$ cat config.mk
export PLATFORM = sky130hd
export DESIGN_NAME = bn_param_sequencer
export DESIGN_NICKNAME = d
export VERILOG_FILES = /design/src/rtl/bn_param_sequencer.sv
export SDC_FILE = /design/constraint.sdc
export NUM_CORES = 1
export LEC_CHECK = 0
export ABC_AREA = 1
export BUFFER_PORTS_ARGS = -buffer_cell sky130_fd_sc_hd__buf_2
export CAP_MARGIN = 20
export CORE_ASPECT_RATIO = 1.75
export CORE_MARGIN = 2
export CORE_UTILIZATION = 40
export CTS_CLUSTER_SIZE = 30
export DETAILED_ROUTE_END_ITERATION = 6
export HOLD_SLACK_MARGIN = 0.06
export PLACE_DENSITY = 0.67
export SYNTH_ARGS = -nofsm -noshare
export SYNTH_HDL_FRONTEND = slang
export SYNTH_SLANG_ARGS = --single-unit
$ cat constraint.sdc
create_clock -name clk -period 4.5 [get_ports clk]
set_input_delay 0.9 -clock clk [delete_from_list [all_inputs] [get_ports clk]]
set_output_delay 0.9 -clock clk [all_outputs]
set_load 0.005 [all_outputs]
$ cat src/rtl/bn_param_sequencer.sv
// Batch-norm parameter sequencer: loads DEPTH channels of {gamma, beta, moving_mean,
// denominator} from a word stream, then presents them one channel at a time on request.
module bn_param_sequencer #(
    parameter int DATA_WIDTH = 32,
    parameter int DEPTH      = 4
) (
    input  logic                                         clk,
    input  logic                                         rst,
    input  logic [DATA_WIDTH-1:0]                        param_i,
    input  logic                                         param_valid_i,
    output logic                                         param_ready_o,
    input  logic                                         start_i,
    input  logic                                         clear_i,
    output logic [DATA_WIDTH-1:0]                        gamma_o,
    output logic [DATA_WIDTH-1:0]                        beta_o,
    output logic [DATA_WIDTH-1:0]                        moving_mean_o,
    output logic [DATA_WIDTH-1:0]                        denominator_o,
    output logic [((DEPTH > 1) ? $clog2(DEPTH) : 1)-1:0] ch_o,
    output logic                                         ch_valid_o,
    input  logic                                         ch_ready_i,
    output logic                                         loaded_o,
    output logic                                         done_o
);

    localparam int CW = (DEPTH > 1) ? $clog2(DEPTH) : 1;
    localparam logic [CW-1:0] LAST_CH = CW'(DEPTH - 1);

    typedef enum logic [1:0] {
        LOAD,
        READY,
        RUN,
        DONE
    } state_t;

    state_t              state;
    state_t              state_n;
    logic [CW-1:0]       ch_cnt;
    logic [CW-1:0]       ch_n;
    logic [1:0]          word_cnt;
    logic [1:0]          word_n;
    logic                wr_en;
    logic [DATA_WIDTH-1:0] bank [DEPTH][4];

    always_ff @(posedge clk) begin
        if (rst) begin
            state    <= LOAD;
            ch_cnt   <= '0;
            word_cnt <= '0;
        end else begin
            state    <= state_n;
            ch_cnt   <= ch_n;
            word_cnt <= word_n;
        end
    end

    // The bank has no reset: contents survive rst and clear, and are only overwritten by a reload.
    always_ff @(posedge clk) begin
        if (wr_en) begin
            bank[ch_cnt][word_cnt] <= param_i;
        end
    end

    always_comb begin
        state_n = state;
        ch_n    = ch_cnt;
        word_n  = word_cnt;
        wr_en   = 1'b0;
        case (state)
            LOAD: begin
                if (param_valid_i) begin
                    wr_en = !rst;
                    if (word_cnt == 2'd3) begin
                        word_n = 2'd0;
                        if (ch_cnt == LAST_CH) begin
                            ch_n    = '0;
                            state_n = READY;
                        end else begin
                            ch_n = ch_cnt + CW'(1);
                        end
                    end else begin
                        word_n = word_cnt + 2'd1;
                    end
                end
            end
            READY: begin
                // clear has priority over a simultaneous start
                if (clear_i) begin
                    state_n = LOAD;
                    ch_n    = '0;
                    word_n  = 2'd0;
                end else if (start_i) begin
                    state_n = RUN;
                    ch_n    = '0;
                end
            end
            RUN: begin
                if (ch_ready_i) begin
                    if (ch_cnt == LAST_CH) begin
                        state_n = DONE;
                    end else begin
                        ch_n = ch_cnt + CW'(1);
                    end
                end
            end
            DONE: begin
                state_n = READY;
                ch_n    = '0;
            end
            default: begin
                state_n = LOAD;
                ch_n    = '0;
                word_n  = 2'd0;
            end
        endcase
    end

    assign param_ready_o = (state == LOAD);
    assign loaded_o      = (state != LOAD);
    assign ch_valid_o    = (state == RUN);
    assign done_o        = (state == DONE);
    assign ch_o          = ch_cnt;

    assign gamma_o       = bank[ch_cnt][0];
    assign beta_o        = bank[ch_cnt][1];
    assign moving_mean_o = bank[ch_cnt][2];
    assign denominator_o = bank[ch_cnt][3];

endmodule

Word-level counts from Yosys, hierarchy flattened. Memories as Yosys holds them, arrays and structs flattened. A register that Yosys moved wholly into a read port is not among the register bits. Index checks and enable logic that the tools add are counted.

Equal/unequal tests: 13. Bitwise operators: 1. Reductions and logical operators: 8. Order comparisons: 2. Add/subtract/negate cells: 2. Muxes and demuxes: 28.

Operator list (number): $mux 128 (1); $demux 32 s2 (1); $mux 2 (19); $mux 32 (1); $pmux 2 s4 (2); $eq 2x2->1 const B (4); $ne 2x1->1 const B (4); $ne 2x2->1 const B (3); $reduce_and 6->1 (1); $reduce_and 5->1 (1); $add 2x1->2 const B (2); $pmux 2 s2 (1); $reduce_bool 2->1 (2); $ge 3x3->1 const B (1); $lt 3x1->1 const B (1); $mux 1 (3); $ne 3x3->1 const B (1); $not 2->3 (1); $reduce_and 3->1 (1); $eq 2x1->1 const B (1); $logic_not 2->1 (1); $logic_and 1x1->1 (1); $logic_not 1->1 (1).

Register bits after elaboration: 6. Output and inout port bits: 134. Memory bits (writable): 512. Memories kept: 1.

Memory list: bank (depth 4, width 128, read ports 1, clocked after memory_dff 1, write ports 1, RTL line 42) `logic [DATA_WIDTH-1:0] bank [DEPTH][4];`.

Depth between registers and ports, before layout. Gate-level depths: netlist of the first run.

Depth in word-level cells: 7. Mapped depth: 8. Mapped depth without buffers: 8.

Worst setup path after synthesis of the first run. Ideal clock, no wire load.

Path kind: input -> register. Start point: input port rst. End point: memory bank[0][0] in the netlist's numbering (enable). Library setup time: 0.421 ns. Buffers on the path: 0. Stages: 3. Arrival: 2.637 ns. Required time: 4.079 ns. Path slack: 1.442 ns. Cell sequence: nor3_2 nand2_1 nor2_1.

Word-level cells in the longest chain between the ends: 5.

Ends and longest elaborated chain: from (decl) (RTL line 8) `input logic rst,`; $logic_not 1->1 (RTL line 71) `wr_en = !rst;`; $mux 1 (RTL line 70) `if (param_valid_i) begin`; $mux 1 (RTL line 68) `case (state)`; $mux 1 (RTL line 58) `if (wr_en) begin`; $mux 128 (not written as such) (RTL line 59) `bank[ch_cnt][word_cnt] <= param_i;`; to (decl) (RTL line 42).

No other way between the ends.

==> qor.csv, run 1 <==
metric,value,unit
initial antenna violation count,1,
FMAX,259,MHz
Mean Syn Cell Area,14.8,um2
Root Buffer,clkbuf_16,
status,completed,
Site Rows,108,
Worst Hold Class,reg2reg,
"flops & latches, synth",520,
RSZ-0062 raised after global routing,no,
final worst-path cycle share,85.8,%
CP required,3.60,ns
Pins Over Slew Limit,0,
Crit Path Class,reg2out,
TritonCTS clock tree,done,
dominant synthesized flop cell,edfxtp_1,
number of fill cells,4289,
die area,0.0520,mm2
DRC Markers,0,
total grt overflow,0,
"Seq/Total Area, Yosys",77.4,%
asr flop ratio synth,0,%
DRT Pass-1 Iters,7,
sw power,2.05,mW
H-tree depth,2,
pwr dens,429,mW/mm2
Slew HR,40.0,%
Final Wtd Congestion,0.778,
fin nets,1575,
static leakage,7.81,nW
Antenna Diode Count,0,
Vias/cell,5.38,
Routed WL per cell,22.7,um
Post-CTS Setup Inserts,0,
most common library cells after synthesis,"512 x edfxtp_1, 262 x nor2_1, 145 x o21ai_0, 113 x o21ai_1, 88 x o22ai_1",
"Cell Area, Synth",0.0201,mm2
Layout Skew,0.0105,ns
Flop pwr share,54.1,%
Logic pwr share,4.5,%
first-pass GRT wire length,74100,um
setup TNS,0,ns
share of total power in the clock network,41.4,%
top post-synthesis cells by area,"edfxtp_1 77%, nor2_1 4.9%, o21ai_0 3.6%",
final hold vios,0,
GRT Util Overall,18.9,%
largest net degree at the start of global routing,125,
Final Critical Period,3.86,ns
synthesized instance count,1356,
Initial Util,40.5,%
Die W,173,um
"CTS clk-pin slew, worst paths",0.06,ns
# setup viols final,0,
Int Power,7.89,mW
startpoint types,flop,
Core Area,0.0496,mm2
most frequent cell after synthesis,edfxtp_1,
Peak VDD IR,0.272,mV
critical path arrival,2.96,ns
# IOs,172,
dpl cell area,0.0216,mm2
ratio of cells with drive above 1 in the final layout,23.6,%
post-synthesis cell type count,23,
Die Y,300,um
vias in the first global route,11841,
Post-synth EDFFs,512,
Syn Nets,1410,
Sw Share,20.7,%
cts hold-fix bufs,0,
Setup crit end kind,primary output,
clock sink count,520,
pre-CTS setup slack,1.21,ns
Layout area overhead,15.3,%
iteration-0 DRC count of the detailed router,919,
antenna violation net count after detailed routing,0,
vias,11921,
Synth area leader,edfxtp_1,
latest clock arrival within the worst-skew pair,0.55,ns
Port Buffers,171,
Syn. warnings,0,
Worst Tran Pin Value,0.898,ns
Max Cap Violations,0,
Setup WS post-layout,0.639,ns
CTS max path bufs,3,
Detailed Place HPWL,30100,um
fin area,0.0231,mm2
WL final,50300,um
share of the synthesized area in the top cell type,76.6,%
Num CTS Buffers,44,
CTS resizes,0,
"Max FO, Critical Path",73,
[flip-flops by register name, summed over array words and instances (netlist names), named ones only]
signal / flops
bank: 512
ch_o: 2
state: 2
word_cnt: 2
[metrics by stage]
stage / utilization (%) / total power [mW] / instances / hold slack, ns
after floorplan: - / 5.69 / 1356 / 0.497
after detailed placement: 43.5 / 5.94 / 2135 / 0.524
after global routing: 46.7 / 10.2 / 2217 / 0.570
after global placement: 43.5 / 5.92 / 2135 / 0.510
after CTS: 46.7 / 10.0 / 2217 / 0.533
final: 46.7 / 9.94 / 2217 / 0.528
[kinds of logic after synthesis]
| kind of cell | after synthesis | share of synthesized area (%) |
|---|---|---|
| flops | 520 | 77.4 |
| compound gates | 390 | 11.8 |
| simple gates | 324 | 6.51 |
| buf+inv | 106 | 3.28 |
| fa+ha+maj | 16 | 0.998 |
[final timing paths]
kind	start	to	slack (ns)	cells after the start
min	word_cnt[1]	word_cnt[1]	0.53	2
max	flop	moving_mean_o[25]	0.64	5
min reg2reg	word_cnt[1]	word_cnt[1]	0.53	2
max reg2reg	state[0]	bank[0][124]	1.59	7
[power by group through the flow]
stage | clock network [mW] | logic (mW) | registers [mW]
after floorplan | 0 | 0.213 | 5.47
after global routing | 4.35 | 0.486 | 5.38
final | 4.12 | 0.444 | 5.38
after detailed placement | 0 | 0.452 | 5.48
after CTS | 4.18 | 0.454 | 5.38
after global placement | 0 | 0.442 | 5.48
[critical path: stages, from the launching register on]
cell	delay (ns)
dfxtp_4	0.58
inv_4	0.69
buf_4	0.42
o21ai_1	0.12
o22ai_1	0.26
buf_2	0.18
[layer usage]
metal	track usage, %	part of all wire (%)	vias to the layer above
li1	-	-	5398
met3	2.71	5.3	93
met1	21.8	38	6037
met5	0	0	-
met2	35.1	53	393
met4	7.89	3.8	0
[cell type report]
class                      instances  area (um2)  share of cell area [%]
clock buffer                      50        1170                    5.04
clock inverter                    32         404                    1.75
inverter                          22        92.6                   0.400
multi-input combinational        730        3990                    17.2
sequential                       520       15500                    67.2
tap                              660         826                    3.57
timing repair buffer             203        1120                    4.84
[cells in the final DEF, fill, tap and decap left out, drive strengths merged]
master,synthesis,final
dfxtp,8,8
nand2,24,24
a21oi,4,4
edfxtp,512,512
ha,16,16
o22ai,128,128
inv,22,22
o21ai,258,258
clkinv,0,20
buf,48,203
nand3,7,7
nor2,292,292
clkinvlp,0,3
clkbuf,36,50
nor3,1,1
bufinv,0,9
Note: power is estimated with default switching activity, not from simulation.
==> run 2: changes to the inputs <==
==> constraint.sdc (replaced) <==
create_clock -name clk -period 3.8 [get_ports clk]
set_input_delay 0.76 -clock clk [delete_from_list [all_inputs] [get_ports clk]]
set_output_delay 0.76 -clock clk [all_outputs]
set_load 0.005 [all_outputs]
==> qor.csv, run 2 (synthesized netlist as in run 1, its figures left out) <==
metric,value,unit,change
Core Area,0.0496,mm2,unchanged
cts hold-fix bufs,0,,unchanged
placed insts,2133,,-0.094%
Crit Path Class,reg2out,,
setup TNS,0,ns,unchanged
final hold vios,0,,unchanged
die area,0.0520,mm2,unchanged
sequential cell area,0.0155,mm2,unchanged
RSZ-0062 raised after global routing,no,,
Slew HR,54.9,%,+15 points
"commonest non-fill, non-tap cell in the layout",edfxtp_1,,
Antenna Diode Count,0,,unchanged
initial antenna violation count,0,,-1
Die Y,300,um,unchanged
first-pass GRT wire length,73600,um,-0.74%
antenna violation net count after detailed routing,0,,unchanged
final worst-path cycle share,83.8,%,
GRT Util Overall,18.6,%,-0.31 points
Largest register FFs,512,,unchanged
Max Cap Violations,0,,unchanged
FMAX,314,MHz,
top sig layer,met4,,
CTS max path bufs,3,,unchanged
DRT Pass-1 Iters,5,,-2
area of the multi-input gates,0.00399,mm2,unchanged
worst reg-to-reg setup slack,1.10,ns,-0.49 ns
fin nets,1574,,-0.063%
Final Wtd Congestion,0.773,,-0.60%
Port Buffers,171,,unchanged
# setup viols final,0,,unchanged
metal3 WL,2000,um,-25%
Vias/cell,5.34,,-0.77%
M1 wire length,19300,um,+2.0%
R2R cell count,7,,unchanged
ratio of cells with drive above 1 in the final layout,23.2,%,-0.42 points
Root Buffer,clkbuf_16,,
startpoint types,flop,,
clock sink count,520,,unchanged
Detailed Place HPWL,29400,um,-2.3%
worst reg2reg startpoint,state[0],,
Layout Skew,0.00935,ns,-0.00114 ns
Initial Util,40.5,%,unchanged
routed wl met2,26200,um,-2.1%
fin area,0.0232,mm2,about the same
total grt overflow,0,,unchanged
CP required,3.04,ns,-0.56 ns
# IOs,172,,unchanged
status,completed,,
static leakage,7.79,nW,-0.21%
"CTS clk-pin slew, worst paths",0.06,ns,about the same
Peak VDD IR,0.377,mV,+39%
H-tree depth,2,,unchanged
Worst Tran Pin Value,0.676,ns,-0.222 ns
Pins Over Slew Limit,0,,unchanged
Crit Reg-Reg Endpoint,bank[0][58],,
Die W,173,um,unchanged
Final Critical Period,3.18,ns,
DRC Markers,0,,unchanged
Num CTS Buffers,45,,+2.3%
Post-CTS Setup Inserts,0,,unchanged
pwr dens,500,mW/mm2,+16%
largest net degree at the start of global routing,139,,+11%
vias in the first global route,11772,,-0.58%
"Max FO, Critical Path",50,,-32%
Routed WL per cell,22.2,um,-2.3%
largest register by flop count,bank,,
WL final,49100,um,-2.3%
Layout area overhead,15.4,%,about the same
Setup crit end kind,primary output,,
TritonCTS clock tree,done,,
Site Rows,108,,unchanged
number of fill cells,4326,,+0.86%
critical path arrival,2.42,ns,-0.54 ns
iteration-0 DRC count of the detailed router,873,,-5.0%
latest clock arrival within the worst-skew pair,0.55,ns,about the same
most frequent cells in the layout,"512 x edfxtp_1, 246 x nor2_1, 171 x buf_2, 145 x o21ai_0, 113 x o21ai_1",,
Layout Cells excl Fill,2215,,-0.090%
Worst Hold Class,reg2reg,,
CTS resizes,0,,unchanged
Worst Setup EP,gamma_o[22],,
vias,11818,,-0.86%
dpl cell area,0.0217,mm2,+0.39%
[run 2: cell count changes in the layout (fill, tap and decap cells not counted), moves of 2 or more]
cell       delta
buf_4        -10
clkinv_4      -2
inv_6         +2
buf_12        +8
bufinv_16     -3
clkbuf_1      +5
[run 2: per-layer routing]
layer  up-vias  global-route usage (%)
li1       5406                       -
met1      6014                    22.7
met2       333                    33.8
met3        65                    2.02
met4         0                    7.10
met5         -                       0
[run 2: cell type report]
type / count / area share, %
inverters: 22 / 0.400
well taps: 660 / 3.57
repair buffers: 201 / 5.21
clock inverters: 26 / 1.23
clock buffers: 56 / 5.23
multi-input cells: 730 / 17.2
flip-flops and latches: 520 / 67.1
[run 2: worst max-delay path, cell delays in order, from the launching register on]
cell and delay [ns]:
dfxtp_4 0.56, buf_4 0.55, o21ai_0 0.19, o22ai_1 0.33
buf_2 0.19
[run 2: worst min path at each step]
stage / from / end / slack, ns / cells after the start
2_1_floorplan: word_cnt[1] / word_cnt[1] / 0.50 / 2
3_3_place_gp: word_cnt[1] / word_cnt[1] / 0.51 / 2
3_5_place_dp: word_cnt[0] / word_cnt[0] / 0.52 / 2
4_1_cts: word_cnt[0] / word_cnt[0] / 0.53 / 2
5_1_grt: rst / word_cnt[1] / 0.58 / 4
6_report: word_cnt[1] / word_cnt[1] / 0.53 / 2
[run 2: power by group]
group | leakage, nW | switching (mW) | total [mW] | internal [mW]
Sequential | 4.68 | 0.0174 | 6.36 | 6.34
Clock | 0.732 | 2.00 | 4.67 | 2.68
Combinational | 2.38 | 0.365 | 0.532 | 0.167
Total | 7.79 | 2.38 | 11.6 | 9.19
[run 2: metrics by stage]
stage | power (mW) | hold slack [ns] | utilization, % | worst slack (ns)
CTS | 11.7 | 0.527 | 46.7 | 0.579
global placement | 7.01 | 0.507 | 43.7 | 1.04
detailed placement | 7.03 | 0.519 | 43.7 | 1.04
finish | 11.6 | 0.526 | 46.7 | 0.617
global route | 11.9 | 0.582 | 46.7 | 0.466
floorplan | 6.74 | 0.497 | - | 0.877
